$ cat src/rtl/encoder_pkg.sv
// -----------------------------------------------------------------------------
// encoder_pkg
//   Shared definitions for the encoder control blocks.
//   - enc_state_e   : scheduler FSM state encoding (2-bit)
//   - ISSUE_GAP_MIN : smallest legal spacing between symbol accepts
//   - GAP_CNT_W     : width of the issue-gap counter (holds ISSUE_GAP-1 <= 14)
// -----------------------------------------------------------------------------
package encoder_pkg;

    typedef enum logic [1:0] {
        ST_IDLE  = 2'd0,
        ST_INIT  = 2'd1,
        ST_RUN   = 2'd2,
        ST_FLUSH = 2'd3
    } enc_state_e;

    localparam int ISSUE_GAP_MIN = 2;
    localparam int GAP_CNT_W     = 4;

endpackage

$ cat src/rtl/encoder_issue_gap_counter.sv
// -----------------------------------------------------------------------------
// encoder_issue_gap_counter
//   Down-counter enforcing the minimum spacing between symbol accepts.
//   Loaded with ISSUE_GAP-1 on an accept, decrements to 0 and holds there.
//
//   Ports
//     general_clk : clock, rising edge
//     reset       : synchronous, active-high; counter -> 0
//     clear_i     : force counter to 0 (frame start)
//     load_i      : load load_val_i (symbol accepted)
//     load_val_i  : reload value
//     zero_o      : counter is 0, a new accept is allowed
// -----------------------------------------------------------------------------
module encoder_issue_gap_counter
    import encoder_pkg::*;
(
    input  logic                 general_clk,
    input  logic                 reset,
    input  logic                 clear_i,
    input  logic                 load_i,
    input  logic [GAP_CNT_W-1:0] load_val_i,
    output logic                 zero_o
);

    logic [GAP_CNT_W-1:0] cnt_q;
    logic [GAP_CNT_W-1:0] cnt_d;

    always_comb begin
        cnt_d = cnt_q;
        if (clear_i) begin
            cnt_d = '0;
        end else if (load_i) begin
            cnt_d = load_val_i;
        end else if (cnt_q != '0) begin
            cnt_d = cnt_q - GAP_CNT_W'(1);
        end
    end

    always_ff @(posedge general_clk) begin
        if (reset) begin
            cnt_q <= '0;
        end else begin
            cnt_q <= cnt_d;
        end
    end

    assign zero_o = (cnt_q == '0);

endmodule

$ cat src/rtl/encoder_symbol_scheduler.sv
// -----------------------------------------------------------------------------
// encoder_symbol_scheduler
//   Control-only scheduler for the three-stage encoder pipeline. Accepts
//   upstream symbols no closer than ISSUE_GAP cycles apart, generates the
//   per-stage load enables and signals frame completion. No data passes
//   through this block.
//
//   Parameters
//     ISSUE_GAP : minimum cycles between accepts (2..15)
//     CNT_WIDTH : width of sym_count
//
//   Ports
//     general_clk : clock, rising edge
//     reset       : synchronous, active-high
//     frame_start : start a frame (IDLE only)
//     sym_valid   : upstream symbol present
//     sym_last    : presented symbol is the frame's last
//     sym_ready   : symbol accepted this cycle when sym_valid is high
//     enc_init    : one-cycle pulse loading encoder final-register init values
//     en_1_2      : stage 1->2 load enable (the accept itself)
//     en_2_3      : stage 2->3 load enable (accept + 1)
//     en_final    : final-register load enable (accept + 2)
//     frame_done  : pulse when the last symbol lands in the final registers
//     busy        : FSM not in IDLE
//     sym_count   : symbols accepted in the current frame (wraps)
// -----------------------------------------------------------------------------
module encoder_symbol_scheduler
    import encoder_pkg::*;
#(
    parameter int ISSUE_GAP = 2,
    parameter int CNT_WIDTH = 16
)(
    input  logic                 general_clk,
    input  logic                 reset,
    input  logic                 frame_start,
    input  logic                 sym_valid,
    input  logic                 sym_last,
    output logic                 sym_ready,
    output logic                 enc_init,
    output logic                 en_1_2,
    output logic                 en_2_3,
    output logic                 en_final,
    output logic                 frame_done,
    output logic                 busy,
    output logic [CNT_WIDTH-1:0] sym_count
);

    // Out-of-range gaps are clamped to the minimum so the hazard rule holds.
    localparam logic [GAP_CNT_W-1:0] GAP_RELOAD = GAP_CNT_W'(
        (ISSUE_GAP < ISSUE_GAP_MIN) ? (ISSUE_GAP_MIN - 1) : (ISSUE_GAP - 1));

    enc_state_e           state_q,     state_d;
    logic [1:0]           vld_q,       vld_d;
    logic [1:0]           last_q,      last_d;
    logic [CNT_WIDTH-1:0] sym_count_q, sym_count_d;

    logic gap_zero;
    logic in_run;
    logic accept;
    logic last_landed;

    assign in_run = (state_q == ST_RUN);

    // Outputs are masked by reset so an in-flight enable never escapes in
    // the reset cycle itself.
    assign accept      = in_run && gap_zero && sym_valid && !reset;
    assign last_landed = vld_q[1] && last_q[1];

    encoder_issue_gap_counter u_gap (
        .general_clk (general_clk),
        .reset       (reset),
        .clear_i     (state_q == ST_INIT),
        .load_i      (accept),
        .load_val_i  (GAP_RELOAD),
        .zero_o      (gap_zero)
    );

    always_comb begin
        state_d     = state_q;
        sym_count_d = sym_count_q;
        // Two-flop valid shift register with a parallel sym_last tag so that
        // frame_done lines up with the last symbol's en_final.
        vld_d       = {vld_q[0], accept};
        last_d      = {last_q[0], accept && sym_last};

        unique case (state_q)
            ST_IDLE: begin
                if (frame_start) begin
                    state_d = ST_INIT;
                end
            end
            ST_INIT: begin
                sym_count_d = '0;
                state_d     = ST_RUN;
            end
            ST_RUN: begin
                if (accept) begin
                    sym_count_d = sym_count_q + CNT_WIDTH'(1);
                    if (sym_last) begin
                        state_d = ST_FLUSH;
                    end
                end
            end
            ST_FLUSH: begin
                if (last_landed) begin
                    state_d = ST_IDLE;
                end
            end
            default: state_d = ST_IDLE;
        endcase
    end

    always_ff @(posedge general_clk) begin
        if (reset) begin
            state_q     <= ST_IDLE;
            vld_q       <= '0;
            last_q      <= '0;
            sym_count_q <= '0;
        end else begin
            state_q     <= state_d;
            vld_q       <= vld_d;
            last_q      <= last_d;
            sym_count_q <= sym_count_d;
        end
    end

    assign sym_ready  = in_run && gap_zero && !reset;
    assign enc_init   = (state_q == ST_INIT) && !reset;
    assign en_1_2     = accept;
    assign en_2_3     = vld_q[0] && !reset;
    assign en_final   = vld_q[1] && !reset;
    assign frame_done = last_landed && !reset;
    assign busy       = (state_q != ST_IDLE) && !reset;
    assign sym_count  = reset ? '0 : sym_count_q;

endmodule

$ cat config.mk
export PLATFORM = sky130hd
export DESIGN_NAME = encoder_symbol_scheduler
export DESIGN_NICKNAME = d
export VERILOG_FILES = /design/src/rtl/encoder_pkg.sv /design/src/rtl/encoder_issue_gap_counter.sv /design/src/rtl/encoder_symbol_scheduler.sv
export SDC_FILE = /design/constraint.sdc
export NUM_CORES = 1
export LEC_CHECK = 0
export BUFFER_PORTS_ARGS = -buffer_cell sky130_fd_sc_hd__buf_2
export CAP_MARGIN = 5
export CORE_AREA = 2 2 68 70
export DETAILED_ROUTE_END_ITERATION = 12
export DIE_AREA = 0 0 70 72
export GPL_ROUTABILITY_DRIVEN = 0
export SYNTH_ARGS = -nofsm -noshare
export SYNTH_HDL_FRONTEND = slang
export SYNTH_HIERARCHICAL = 1
export SYNTH_SLANG_ARGS = --single-unit
$ cat constraint.sdc
create_clock -name general_clk -period 2.6 [get_ports general_clk]
set_input_delay 0.13 -clock general_clk [delete_from_list [all_inputs] [get_ports general_clk]]
set_output_delay 0.13 -clock general_clk [all_outputs]
set_load 0.005 [all_outputs]
---- Word level (Yosys, flattened, before mapping) ----
Cells that the tools add are included.
operators by class
  add/subtract/negate cells ............... 2
  equality and inequality tests ........... 7
  multiplexer cells ....................... 10
  reduce and logical (&&, ||, !) cells .... 22
operators by type and width
  operator               count
  $mux 16                2
  $pmux 16 s2            1
  $add 16x1->16 const B  1
  $logic_and 1x1->1      11
  $mux 2                 4
  $pmux 2 s4             1
  $ne 2x2->1 const B     3
  $reduce_bool 2->1      3
  $eq 2x2->1 const B     2
  $logic_not 4->1        1
  $reduce_and 4->1       1
  $reduce_bool 4->1      1
  $sub 4x1->4 const B    1
  $reduce_or 3->1        1
  $eq 2x1->1 const B     1
  $logic_not 2->1        1
  $mux 1                 2
  $ne 2x1->1 const B     1
  $reduce_and 2->1       1
  $reduce_or 2->1        1
  $logic_not 1->1        1
storage, ports and cells
  flip-flop bits (word level) ............. 26
  input port bits ......................... 5
  output and inout bits ................... 23
  word-level logic and storage cells ...... 47

---- Logic depth before layout (Yosys ltp) ----
Gate-level depths: netlist (run 1).
  depth after elaboration ................. 6
  depth in mapped cells ................... 9
  depth with buffers taken out ............ 9

---- By module ----
Netlist (run 1), hierarchy kept.
modules (own cells, without submodules)
  module                     times used  cells each  area each (um^2)  seq. area each (um^2)
  encoder_symbol_scheduler   1           142         1,213.7           440.4
  encoder_issue_gap_counter  1           29          230.2             80.1

---- Worst setup path after synthesis (run 1) ----
OpenSTA, ideal clock, no wires.
  path kind ............................... register to register
  from .................................... reg u_gap.cnt_q[0]
  to ...................................... reg sym_count_q[15]
  setup time .............................. 0.071 ns
  arrival time ............................ 2.033 ns
  data required time ...................... 2.529 ns
  setup slack ............................. 0.496 ns
  cell stages (with the launch flop) ...... 9
  buffers on the path ..................... 0
  period minus slack after synthesis ...... 2.104 ns
  cell sequence ........................... dfxtp_1 > inv_1 > ha_1 > or3b_4 > inv_1 > nand4b_4 > a21o_1 > or4_1 > a21oi_1
on the way
  longest elaborated chain between the ends .. 6
ends and longest elaborated chain
  what                             line                             RTL
  start: declaration               encoder_issue_gap_counter.sv:25  logic [GAP_CNT_W-1:0] cnt_q;
  start signal: assignment         encoder_issue_gap_counter.sv:43  cnt_q <= cnt_d;
  $logic_not 4->1                  encoder_issue_gap_counter.sv:47  assign zero_o = (cnt_q == '0);
  net gap_zero                     encoder_symbol_scheduler.sv:57   logic gap_zero;
  $logic_and 1x1->1 (3 in series)  encoder_symbol_scheduler.sv:66   assign accept = in_run && gap_zero && sym_valid && !reset;
  $ne 2x1->1 (no line)             n/a
  $reduce_and 2->1 (no line)       n/a
  end signal: assignment           encoder_symbol_scheduler.sv:123  sym_count_q <= sym_count_d;
  end: declaration                 encoder_symbol_scheduler.sv:55   logic [CNT_WIDTH-1:0] sym_count_q, sym_count_d;
The timed path passes the listed nets, and every way through them passes these cells.
A chain may end at the register's enable or synchronous reset.

---- Worst setup path in the final report (run 1) ----
Ends and elaborated chain as after synthesis.

==> results.toml, run 1 <==
[logic_synthesis]
synth-edff-count = 0
netlist-cell-type-count = 37
ys_seq_area_share_pct = 36.0
async_flop_share_pct = 0
synth_largest_area_cell = "dfxtp_1"
ys.flop_type = "dfxtp_1"
synthCells = 171
yosysMostFrequentCell = "dfxtp_1"
synth.cells.most_frequent = "dfxtp_1 (26), nor2b_1 (24), nor2_1 (15)"
synth_area_sq_mm = 0.00144
synth.area.top_cells = "dfxtp_1 (36%), nor2b_1 (10%), ha_1 (6.1%)"
syn_area_per_cell_sq_um = 8.44
yosys_warnings = 6
synth_seq_cells = 26
synth_top_cell_area_share_pct = 36.0

[timing]
worst_slew_pin_slew_ns = 0.543
drv_slew = 0
fin_crit_sh_pct = 88.7
fin_crit_ns = 2.31
finalHoldViolCount = 0
slew_headroom_pct = 63.8
rsz0062_at_grt = "no"
whs_ns = 0.0830
fin_tns_setup_ns = 0
fmax_ghz = 0.434
fin_skew_ns = 0.00552
setup_viol = 0

[outcome]
status = "complete, no violations"

[cells_and_area]
layout-drive-gt1-share_pct = 18.4
final_nets = 214
diodes = 0
fin_cells = 253
multiInputGateArea_sq_um = 886
fill_cells = 454
area_growth_pct = 18.8
sequential_cell_area_sq_um = 520

[critical_path]
crit_family = "simple AND/OR/NAND/NOR gates"
r2r_start = "u_gap/cnt_q[0]$_SDFFE_PP0P_"
crit_cells = 8
ff2ff_path_depth = 8
worstReg2RegEnd = "sym_count_q[15]$_SDFFE_PP0P_"
cp-startpoint = "u_gap/cnt_q[0]$_SDFFE_PP0P_"
worstSetupPathType = "register to register"
cpPeakStageDelay_ns = 0.48
cp_cell_sequence = "inv_1, ha_1, or3b_4, inv_1, nand4b_4, a21o_1, or4_1, a21oi_1"
crit_path_frequent_cell = "inv_1"
crit_arrival_ns = 2.50
crit_fanout = 9
endpoint = "sym_count_q[15]$_SDFFE_PP0P_"
worst_setup_path_end_kind = "register"
critPathRequiredTime_ns = 2.80
critPathBufInv = 2
slowest_stage = "or4_1"
critPathLaunchType = "register"
rrSetupSlack_ns = 0.29

[clocking]
ctsHoldBuffers = 0
postCtsResizedCells = 0
insertion_delay_ns = 0.27
cts_tree = "done"
cts_buffers = 3
htreeDepth = 1
clock-sinks = 26
cts.clk_slew.worst_paths_ns = 0.09
clk_path_buf_depth = 2
post_cts_buffers = 0
clock-root-buffer = "clkbuf_8"

[run]
maxCapViolations = 0

[pwr]
powerDensity_mw_per_mm2 = 690
p_leak_uw = 0.000730
ir_drop_mv = 0.304

[global_route]
antenna_found_initial = 0
grt_util_all_layers_pct = 12.8
first_global_vias = 1214
grt_max_degree = 33
grt_pass1_wl_um = 5290
grt_overflow = 0

[floorplanning]
io_pins = 28
fp-row-count = 24
fp.dieArea_sq_mm = 0.00504
die_y_um = 72
start_util_pct = 33.9
dieWidth_um = 70
core-area_sq_mm = 0.00426

[drt]
routed_wl_um = 3050
avgViaCountPerCell = 5.06
dr_total_vias = 1280
wl_per_cell_um = 12.1
firstDrtPassIters = 4
drc = 0
drtIter0Drc = 51
ant_nets = 0

[placement]
port-buffer-count = 27
dp_hpwl_um = 2240
place_inst = 249

[min_path]
min_path_type = "input port to register"
cells in the final DEF, fill, tap and decap left out, types with 3 or more instances in the layout:
| master | count |
|---|---|
| buf_2 | 27 |
| dfxtp_1 | 26 |
| nor2b_1 | 24 |
| nor2_1 | 15 |
| a21oi_1 | 12 |
| nand2_1 | 9 |
| inv_1 | 7 |
| o21ai_0 | 7 |
| ha_1 | 7 |
| nand3_1 | 6 |
| nand4_1 | 5 |
| xor2_1 | 4 |
| conb_1 | 4 |
| mux2i_1 | 3 |
| and4_1 | 3 |
| o31ai_1 | 3 |
| o211ai_1 | 3 |
| or3_1 | 3 |
| clkbuf_8 | 3 |
sequential cells by signal (all words and copies together), names as in the netlist:
name / cells
sym_count_q: 16
u_gap/cnt_q: 4
last_q: 2
state_q: 2
vld_q: 2
per-stage QoR:
| step | total power, uW | area (sq um) | util, % | worst slack [ns] |
|---|---|---|---|---|
| final | 1180 | 1720 | 40.2 | 0.295 |
| after CTS | 1200 | 1720 | 40.2 | 0.290 |
| after detailed placement | 861 | 1640 | 38.6 | 0.324 |
| after floorplan | 769 | 1450 | - | 0.496 |
| after global placement | 857 | 1640 | 38.6 | 0.387 |
| after global routing | 1270 | 1720 | 40.2 | 0.119 |
area by class of cell:
type | instances | area share, %
flip-flops and latches | 26 | 30.3
repair buffers | 28 | 8.32
inverters | 8 | 1.75
clock buffers | 3 | 2.41
well taps | 52 | 3.79
multi-input cells | 135 | 51.6
clock inverters | 1 | 1.75
cell families (layout without fill, tap and decap cells):
family | after synthesis | after routing | share of synthesized area [%]
xor gates and xnor gates | 6 | 6 | 3.64
adders and majority gates | 7 | 7 | 6.07
and+or+nand+nor | 81 | 81 | 33.4
DFF | 26 | 26 | 36.0
muxes | 3 | 3 | 2.08
other | 2 | 4 | 0.520
AOI/OAI and AO/OA | 34 | 34 | 15.2
buffers and inverters | 12 | 40 | 3.12
how the worst min path moves through the flow:
stage / start / endpoint / cells past startpoint
finish: sym_last / last_q[0]$_SDFF_PP0_ / 2
global route: sym_last / last_q[0]$_SDFF_PP0_ / 2
CTS: sym_last / last_q[0]$_SDFF_PP0_ / 2
detailed placement: sym_last / last_q[0]$_SDFF_PP0_ / 2
global placement: sym_last / last_q[0]$_SDFF_PP0_ / 2
floorplan: sym_last / last_q[0]$_SDFF_PP0_ / 1
routing by layer:
layer	routed length [um]	share of wire, %	vias to the layer above	global-route usage (%)
met2	1430	47	23	22.5
met4	25	0.82	0	3.21
met1	1470	48	595	15.5
li1	-	-	660	-
met5	0	0	-	0
met3	121	4.0	2	3.75
worst reg2reg max path: stages (launching register included):
cell      delay (ns)
dfxtp_1         0.33
inv_1           0.08
ha_1            0.19
or3b_4          0.40
inv_1           0.14
nand4b_4        0.18
a21o_1          0.28
or4_1           0.48
a21oi_1         0.15
where the power goes:
| group | switching [uW] | internal [uW] |
|---|---|---|
| sequential | 33.9 | 436 |
| combinational | 212 | 166 |
| clock | 131 | 206 |
| total | 377 | 807 |
(Power assumes the default switching activity.)
==> inputs of run 2 (changes only) <==
- clock period: 2.6 -> 2.53 ns (I/O delays scaled with it)
==> run 2 against run 1 <==
Power grew 3.2%. Die area is the same. Maximum frequency shrank 0.58%. Combinational power grew 4%. Largest cell class unchanged. Largest power group unchanged.
==> results.toml, run 2 (synthesized netlist as in run 1, its figures left out) <==
[global_route]
grt_overflow = 0
antenna_found_initial = 0
grt_util_all_layers_pct = 13.0
grt_pass1_wl_um = 5490
first_global_vias = 1238
grt_max_degree = 33

[cells_and_area]
regMostFlops = "sym_count_q"
largest_reg_flops = 16
diodes = 0
final_common_cell = "buf_2"
area_growth_pct = 19.3
final_nets = 215
layout.cells.most_common_list = "buf_2 (27), dfxtp_1 (26), nor2b_1 (24), nor2_1 (15), a21oi_1 (12)"
layout-drive-gt1-share_pct = 18.8
reg_top3 = "sym_count_q: 16 flops, u_gap/cnt_q: 4 flops"

[clocking]
clock-root-buffer = "clkbuf_8"
ctsHoldBuffers = 0
cts_buffers = 3
clock-sinks = 26
cts_tree = "done"
htreeDepth = 1
post_cts_buffers = 0
clk_path_buf_depth = 2
cts.clk_slew.worst_paths_ns = 0.10
postCtsResizedCells = 0
insertion_delay_ns = 0.27

[timing]
fin_crit_sh_pct = 91.6
drv_slew = 0
worst_slew_pin_slew_ns = 0.533
setup_viol = 0
fin_skew_ns = 0.00905
slew_headroom_pct = 64.5
fin_crit_ns = 2.32
rsz0062_at_grt = "no"
fmax_ghz = 0.431
fin_tns_setup_ns = 0
finalHoldViolCount = 0

[critical_path]
worst_setup_path_end_kind = "register"
critPathLaunchType = "register"
crit_fanout = 9
crit_arrival_ns = 2.52
worstSetupPathType = "register to register"
critPathRequiredTime_ns = 2.73

[min_path]
min_path_type = "input port to register"

[outcome]
status = "complete, no violations"

[pwr]
ir_drop_mv = 0.454
powerDensity_mw_per_mm2 = 709
p_total_uw = 1220
p_leak_uw = 0.000735

[drt]
firstDrtPassIters = 4
wl_per_cell_um = 12.2
dr_total_vias = 1305
drc = 0
routed_wl_um = 3100
drtIter0Drc = 68
ant_nets = 0
avgViaCountPerCell = 5.14

[floorplanning]
fp-row-count = 24
fp.dieArea_sq_mm = 0.00504
io_pins = 28
dieWidth_um = 70
start_util_pct = 33.9
die_y_um = 72
core-area_sq_mm = 0.00426

[placement]
dp_hpwl_um = 2250
port-buffer-count = 27

[run]
maxCapViolations = 0
-- run 2: changes by cell type in the layout (fill, tap and decap cells not counted), sizes merged --
cell / delta
buf: +1
-- run 2: worst paths after layout --
check,start,end,slack [ns],depth (start not counted)
worst max-delay path,u_gap/cnt_q[0]$_SDFFE_PP0P_,sym_count_q[15]$_SDFFE_PP0P_,0.21,8
worst min-delay path,sym_last,last_q[0]$_SDFF_PP0_,0.08,2
worst max register to register,u_gap/cnt_q[0]$_SDFFE_PP0P_,sym_count_q[15]$_SDFFE_PP0P_,0.21,8
worst min register to register,last_q[0]$_SDFF_PP0_,last_q[1]$_SDFF_PP0_,0.45,1
-- run 2: metrics by stage --
step / hold WS (ns) / cells / util (%) / setup slack (ns) / cell area (sq um)
2_1_floorplan: 0.248 / 173 / - / 0.426 / 1450
3_3_place_gp: 0.364 / 250 / 38.7 / 0.316 / 1650
3_5_place_dp: 0.364 / 250 / 38.7 / 0.243 / 1650
4_1_cts: 0.0770 / 254 / 40.4 / 0.207 / 1720
5_1_grt: 0.0848 / 254 / 40.4 / 0.0347 / 1720
6_report: 0.0810 / 254 / 40.4 / 0.211 / 1720
-- run 2: report_power, final --
| group | internal, uW | switching [uW] |
|---|---|---|
| Sequential | 448 | 36.7 |
| Clock | 212 | 135 |
| Combinational | 171 | 220 |
| Total | 831 | 391 |
-- run 2: layout make-up --
class | instances | area, sq um
Tap cell | 52 | 65.1
Clock buffer | 3 | 41.3
Fill cell | 460 | 2540
Sequential cell | 26 | 520
Inverter | 8 | 30.0
Clock inverter | 1 | 30.0
Multi-Input combinational cell | 135 | 886
Timing Repair Buffer | 29 | 150
-- run 2: routing by layer --
layer	wire length [um]	global-route usage (%)	share of wire, %
met5	0	0	0
met4	23	2.35	0.74
met1	1490	16.9	48
met3	144	3.89	4.6
met2	1450	21.7	47
-- run 2: worst max-delay path: stages, from the launching register on --
cell	delay (ns)
dfxtp_1	0.34
inv_1	0.08
ha_1	0.20
or3b_4	0.40
inv_1	0.15
nand4b_4	0.18
a21o_1	0.27
or4_1	0.48
a21oi_1	0.14
==> inputs of run 3 (changes only) <==
- CORE_AREA: 2 2 68 70 -> 5 5 71 73
- DIE_AREA: 0 0 70 72 -> 0 0 76 78
==> run 3 against run 2 <==
Worst hold slack improved by 0.0019 ns. Combinational power barely moved. Clock skew fell by 0.0064 ns. Clock power barely moved. Non-clock buffer count did not move. Via count fell by 2.0%. Largest power group unchanged. Utilization fell by 0.28 points. Count of clock-buffer cells in the layout did not move. Highest routed layer unchanged. Power fell by 0.38%.
==> results.toml, run 3 (synthesized netlist as in run 1, its figures left out) <==
[critical_path]
endpoint = "sym_count_q[7]$_SDFFE_PP0P_"
cp_cell_sequence = "inv_1, ha_1, or3b_4, inv_1, nand4b_4, a21o_1, or4_1, a21oi_1"
worst_setup_path_end_kind = "register"
crit_arrival_ns = 2.50
critPathBufInv = 2
worstSetupPathType = "register to register"
crit_cells = 8
ff2ff_path_depth = 8
r2r_start = "u_gap/cnt_q[0]$_SDFFE_PP0P_"
critPathRequiredTime_ns = 2.73
rrSetupSlack_ns = 0.23
critPathLaunchType = "register"
cpPeakStageDelay_ns = 0.49
slowest_stage = "or4_1"
crit_family = "simple AND/OR/NAND/NOR gates"
cp-startpoint = "u_gap/cnt_q[0]$_SDFFE_PP0P_"
worstReg2RegEnd = "sym_count_q[7]$_SDFFE_PP0P_"
crit_path_frequent_cell = "inv_1"
crit_fanout = 9

[timing]
finalHoldViolCount = 0
fin_tns_setup_ns = 0
fin_crit_sh_pct = 90.8
fmax_ghz = 0.435
fin_crit_ns = 2.30
fin_skew_ns = 0.00261
worst_slew_pin_slew_ns = 0.539
slew_headroom_pct = 64.1
setup_viol = 0
drv_slew = 0
rsz0062_at_grt = "no"

[cells_and_area]
largest_reg_flops = 16
reg_top3 = "sym_count_q: 16 flops, u_gap/cnt_q: 4 flops"
final_nets = 215
final_common_cell = "buf_2"
area_growth_pct = 19.3
layout.cells.most_common_list = "buf_2 (27), dfxtp_1 (26), nor2b_1 (24), nor2_1 (15), a21oi_1 (12)"
fill_cells = 458
diodes = 0
multiInputGateArea_sq_um = 886
regMostFlops = "sym_count_q"
fin_cells = 254
sequential_cell_area_sq_um = 520
layout-drive-gt1-share_pct = 18.8

[clocking]
ctsHoldBuffers = 0
cts_tree = "done"
clock-sinks = 26
postCtsResizedCells = 0
post_cts_buffers = 0
insertion_delay_ns = 0.27
cts_buffers = 3
htreeDepth = 1
clock-root-buffer = "clkbuf_8"
clk_path_buf_depth = 2
cts.clk_slew.worst_paths_ns = 0.09

[drt]
routed_wl_um = 3120
dr_total_vias = 1279
wl_per_cell_um = 12.3
drtIter0Drc = 61
ant_nets = 0
drc = 0
avgViaCountPerCell = 5.04
firstDrtPassIters = 4

[min_path]
min_path_type = "input port to register"
hold_path_depth = 2

[floorplanning]
fp.dieArea_sq_mm = 0.00593
io_pins = 28
die_y_um = 78
core-area_sq_mm = 0.00429
fp-row-count = 24
start_util_pct = 33.6
dieWidth_um = 76

[outcome]
status = "complete, no violations"

[run]
maxCapViolations = 0

[placement]
dp_hpwl_um = 2320
place_inst = 250
port-buffer-count = 27

[pwr]
powerDensity_mw_per_mm2 = 707
ir_drop_mv = 0.406
p_total_uw = 1220
p_leak_uw = 0.000735

[global_route]
grt_util_all_layers_pct = 10.6
antenna_found_initial = 0
grt_overflow = 0
first_global_vias = 1181
grt_pass1_wl_um = 5400
grt_max_degree = 33
## run 3: cell counts in the layout (fill, tap and decap cells not counted)
No cell type changed its count.
## run 3: layer usage
metal | GRT usage, % | up-vias | wire, um | share of wire, %
met1 | 13.3 | 585 | 1450 | 46
met4 | 1.60 | 0 | 17 | 0.54
met3 | 3.47 | 2 | 177 | 5.7
met2 | 18.2 | 27 | 1480 | 47
met5 | 0 | - | 0 | 0
li1 | - | 665 | - | -
## run 3: cell type report
type                            instances  share of cell area [%]
Multi-Input combinational cell        135                    51.4
Sequential cell                        26                    30.2
Timing Repair Buffer                   29                    8.71
Tap cell                               52                    3.78
Clock buffer                            3                    2.40
Clock inverter                          1                    1.74
Inverter                                8                    1.74
## run 3: report_power, final
group	leakage (uW)	total (uW)	switching, uW	internal [uW]
clock network	0.0000357	343	132	212
logic	0.000489	391	219	172
registers	0.000210	484	36.0	448
## run 3: through the flow
| step | util (%) | cell area, sq um | hold slack [ns] | setup WS (ns) |
|---|---|---|---|---|
| after floorplan | - | 1450 | 0.248 | 0.426 |
| after global placement | 38.5 | 1650 | 0.362 | 0.309 |
| after detailed placement | 38.5 | 1650 | 0.361 | 0.261 |
| after CTS | 40.1 | 1720 | 0.0760 | 0.238 |
| after global routing | 40.1 | 1720 | 0.0691 | 0.0636 |
| final | 40.1 | 1720 | 0.0830 | 0.232 |
## run 3: worst min path at each step
stage / startpoint / to / slack, ns
5_1_grt: sym_last / last_q[0]$_SDFF_PP0_ / 0.07
3_5_place_dp: sym_last / last_q[0]$_SDFF_PP0_ / 0.36
2_1_floorplan: sym_last / last_q[0]$_SDFF_PP0_ / 0.25
3_3_place_gp: sym_last / last_q[0]$_SDFF_PP0_ / 0.36
6_report: sym_last / last_q[0]$_SDFF_PP0_ / 0.08
4_1_cts: sym_last / last_q[0]$_SDFF_PP0_ / 0.08
